==> src/rtl/spi_rx_fifo.sv <==
// Receive-side FIFO behind the SPI slave. It synchronises the slave's done flag
// into clk, writes one word per done rising edge and drains through valid/ready.
module spi_rx_fifo #(
  parameter int DW    = 12,
  parameter int DEPTH = 8,
  localparam int AW   = $clog2(DEPTH)
) (
  input  logic          clk,
  input  logic          rst,
  input  logic          done_in,
  input  logic [DW-1:0] dout_in,
  output logic          m_valid,
  input  logic          m_ready,
  output logic [DW-1:0] m_data,
  output logic [AW:0]   count,
  output logic          full,
  output logic          overflow,
  input  logic          clr_ovf
);

  localparam logic [AW:0] CNT_FULL = (AW+1)'(DEPTH);

  logic          sync1, sync2, prev;
  logic          push, pop, wr_en;
  logic [AW-1:0] wr_ptr, rd_ptr;
  logic [DW-1:0] mem [DEPTH];

  // Preset high so a done already asserted at reset release is not seen as an edge.
  always_ff @(posedge clk or negedge rst) begin
    if (!rst) begin
      sync1 <= 1'b1;
      sync2 <= 1'b1;
      prev  <= 1'b1;
    end else begin
      sync1 <= done_in;
      sync2 <= sync1;
      prev  <= sync2;
    end
  end

  assign push    = sync2 & ~prev;
  assign m_valid = (count != '0);
  assign full    = (count == CNT_FULL);
  assign pop     = m_valid & m_ready;
  assign wr_en   = push & (~full | pop);
  assign m_data  = mem[rd_ptr];

  always_ff @(posedge clk or negedge rst) begin
    if (!rst) begin
      for (int i = 0; i < DEPTH; i++) mem[i] <= '0;
    end else if (wr_en) begin
      mem[wr_ptr] <= dout_in;
    end
  end

  always_ff @(posedge clk or negedge rst) begin
    if (!rst) begin
      wr_ptr <= '0;
      rd_ptr <= '0;
      count  <= '0;
    end else begin
      if (wr_en) wr_ptr <= wr_ptr + 1'b1;
      if (pop)   rd_ptr <= rd_ptr + 1'b1;
      case ({wr_en, pop})
        2'b10:   count <= count + 1'b1;
        2'b01:   count <= count - 1'b1;
        default: count <= count;
      endcase
    end
  end

  // A dropped word outranks a same-cycle clear.
  always_ff @(posedge clk or negedge rst) begin
    if (!rst) begin
      overflow <= 1'b0;
    end else if (push & full & ~pop) begin
      overflow <= 1'b1;
    end else if (clr_ovf) begin
      overflow <= 1'b0;
    end
  end

endmodule

==> config.mk <==
export PLATFORM = sky130hd
export DESIGN_NAME = spi_rx_fifo
export DESIGN_NICKNAME = d
export VERILOG_FILES = /design/src/rtl/spi_rx_fifo.sv
export SDC_FILE = /design/constraint.sdc
export NUM_CORES = 1
export LEC_CHECK = 0
export ABC_AREA = 1
export CAP_MARGIN = 20
export CELL_PAD_IN_SITES_DETAIL_PLACEMENT = 1
export CELL_PAD_IN_SITES_GLOBAL_PLACEMENT = 2
export CORE_UTILIZATION = 39
export DETAILED_ROUTE_END_ITERATION = 12
export GPL_TIMING_DRIVEN = 0
export HOLD_SLACK_MARGIN = 0.02
export PLACE_DENSITY = 0.81
export RECOVER_POWER = 25
export SLEW_MARGIN = 20
export SYNTH_ARGS = -nofsm -noshare
export SYNTH_HDL_FRONTEND = slang
export SYNTH_SLANG_ARGS = --single-unit
==> constraint.sdc <==
create_clock -name clk -period 4.6 [get_ports clk]
set_input_delay 0.92 -clock clk [delete_from_list [all_inputs] [get_ports clk]]
set_output_delay 0.92 -clock clk [all_outputs]
set_load 0.005 [all_outputs]
==> results.md <==
* Ports at 36
* CP required at 3.68 ns
* Post-Syn Nets at 634
* Synthesized instance count at 612
* Slew Limit Fails at 54
* Worst path bufs/invs at 4
* Multi-input gate area at 0.002034 mm²
* 1st-pass router iterations at 4
* Die ar. at 0.01370 mm²
* Dpl hpwl at 11210 µm
* Vias/cell at 5.148
* Pin count of the biggest net entering global routing at 58
* Fin nets at 681
* CP Capture Type: output pin
* Clock transition at the registers of the reported paths at 0.08 ns
* Final Hold Fails at 0
* Final worst-path setup slack at 1.171 ns
* Post-Syn Area at 0.005162 mm²
* TNS Setup at 0 ns
* Pleak at 2.908 nW
* Top-area cell type share of the netlist area at 51.87%
* Pre-CTS worst setup slack at 1.526 ns
* Max Cap Viol at 1
* Drt drc at 0
* Critical path cell sequence: inv_1, buf_2, buf_2, nor2_1, o21ai_0, nand2_1, nand2_1, clkdlybuf4s50_1
* Worst path top cell family by delay: buffers and inverters
* Non-filler cells in the finished layout at 836
* Clk Latency, worst-skew pair at 0.36 ns
* CP max FO at 10
* Slowest cell on the critical path: clkdlybuf4s50_1
* PwrDens at 731.1 mW/mm²
* Status: finished with violations
* Area growth, synth to finish at 17.09%
* First DRT Iteration DRCs at 202
* TritonCTS clock tree: yes
* Vert. Die Dim at 117.1 µm
* Yosys synthesis warning count at 0
* Root cell of the clock tree: clkbuf_16
* Largest cells by area after synthesis: dfrtp_1 52%, nand2_1 11%, o21ai_1 9.8%, o21ai_0 6.9%, nor2_1 6.1%
* Share of layout cells above drive strength 1 at 8.283%
* Initial antenna violation count at 0
* Violated checks: max-capacitance violations, max-slew violations
* Die Wd at 117.1 µm
* GRT Total Usage at 24.69%
* Slew @ Worst Pin at 3.126 ns
* Slew margin rel. at -108.4%
* Final Critical Period at 3.429 ns
* Vias in the first global route at 4474
* Clock Path Buffers at 2
* Crit path largest cell delay at 0.51 ns
* CTS Buf Count at 9
* CP arrival at 2.51 ns
* Clk sinks at 110
* Cell variety after synth at 23
* Register area at 0.002756 mm²
* RePlAce Congestion at 0.7787
* Starting Density at 40.42%
* Final clock skew at 0.009056 ns
* Gr ovfl total at 0
* First-pass GRT wire length at 24690 µm
* Final Cycle Share at 74.54%
* Input/output buffers at 35
* Row count at 41
* Mean Syn Cell Area at 8.435 µm²
* Antenna cells at 0
* Peak supply drop at 0.0002712 V
* Final core occ at 47.32%
* Seq cells post-synth at 110
* Final setup viols at 0
* Post-CTS setup buffer count at 0
* Area leader, netlist: dfrtp_1
* DR WL/cell at 18.37 µm
* Worst Hold Class: reg2reg
* Type of the worst setup path: reg2out
* Critical path launch point type: register
* CTS resizes at 0
* Core area at 0.01277 mm²
* Maximum clock frequency at 0.2917 GHz
* Max H-tree Level at 3
* RSZ-0062 raised after global routing: no
* DRT Wirelength at 15360 µm
* Post-synthesis sequential area ratio at 53.39%
* Most frequent cells in the layout: 154 x nand2_1, 107 x dfrtp_1, 101 x o21ai_1
* # fillers at 1525
* Placed Cells incl. Taps at 820
* Via count at 4304
* Commonest non-fill, non-tap cell in the layout: nand2_1
* Routed Antenna Nets at 0
* CTS hold repair buffers at 0
* Power, Total at 0.004419 W
## state kept, by name, summed over array words and instances, names as in the netlist
signal,flops
wr_ptr,3
mem,96
overflow,1
prev,1
count,4
sync1,1
rd_ptr,3
sync2,1
## area by class of cell
| cell class | instances | share of cell area [%] |
|---|---|---|
| Buffer | 33 | 4.223 |
| Clock inverter | 5 | 0.7038 |
| Sequential cell | 110 | 45.60 |
| Timing Repair Buffer | 36 | 6.148 |
| Tap cell | 172 | 3.560 |
| Multi-Input combinational cell | 440 | 33.66 |
| Clock buffer | 11 | 4.181 |
| Inverter | 29 | 1.925 |
## metrics by stage
stage | hold slack, ns | area [µm²]
2_1_floorplan | 0.3452 | 5162
3_3_place_gp | 0.3468 | 5728
3_5_place_dp | 0.3485 | 5757
4_1_cts | 0.3591 | 6052
5_1_grt | 0.3666 | 6045
6_report | 0.3629 | 6045
## synth_stat cells
library cell,instances
xnor2_1,2
nor2_2,1
ha_1,5
nand3_1,5
clkbuf_1,7
o21ai_1,101
nand2_4,9
buf_1,3
buf_6,16
dfrtp_1,107
o21ai_0,71
inv_8,1
buf_4,1
a21oi_1,1
nor4_1,1
nor2_1,84
nand4_2,1
buf_2,6
xor2_1,5
inv_1,27
nand2_1,154
inv_2,1
dfstp_2,3
## worst paths after layout
check	endpoint	from	cells past startpoint	slack, ns
worst min-delay path	sync2$_DFF_PN1_	sync1$_DFF_PN1_	0	0.36
min in group asynchronous	wr_ptr[2]$_DFFE_PN0P_	rst	1	1.58
worst max register to register	count[2]$_DFFE_PN0P_	count[1]$_DFFE_PN0P_	11	2.44
worst max-delay path	m_data[10]	rd_ptr[0]$_DFFE_PN0P_	8	1.17
max in group asynchronous	mem[40]$_DFFE_PN0P_	rst	1	1.24
worst min register to register	sync2$_DFF_PN1_	sync1$_DFF_PN1_	0	0.36
## cell families (layout without fill, tap and decap cells)
| family | count (synthesis) | in the layout | share of synthesized area, % |
|---|---|---|---|
| AOI/OAI and AO/OA | 173 | 173 | 16.77 |
| xor gates and xnor gates | 7 | 7 | 1.188 |
| adders and majority gates | 5 | 5 | 1.212 |
| buffers and inverters | 62 | 114 | 7.198 |
| DFF | 110 | 110 | 53.39 |
| and+or+nand+nor | 255 | 255 | 20.24 |
## report_power, final
group | switching, W | leakage (nW) | internal, W | total, W
Combinational | 0.00112 | 1.39 | 0.000820 | 0.00194
Sequential | 0.000287 | 1.38 | 0.00142 | 0.00170
Clock | 0.000371 | 0.142 | 0.000402 | 0.000774
Total | 0.00178 | 2.91 | 0.00264 | 0.00442
## routing by layer
layer	GRT usage [%]	share of wire (%)
met1	32.79	48
met5	0	0
met2	42.33	49
met4	4.304	0.69
met3	4.943	2.9
(Power assumes the default switching activity.)
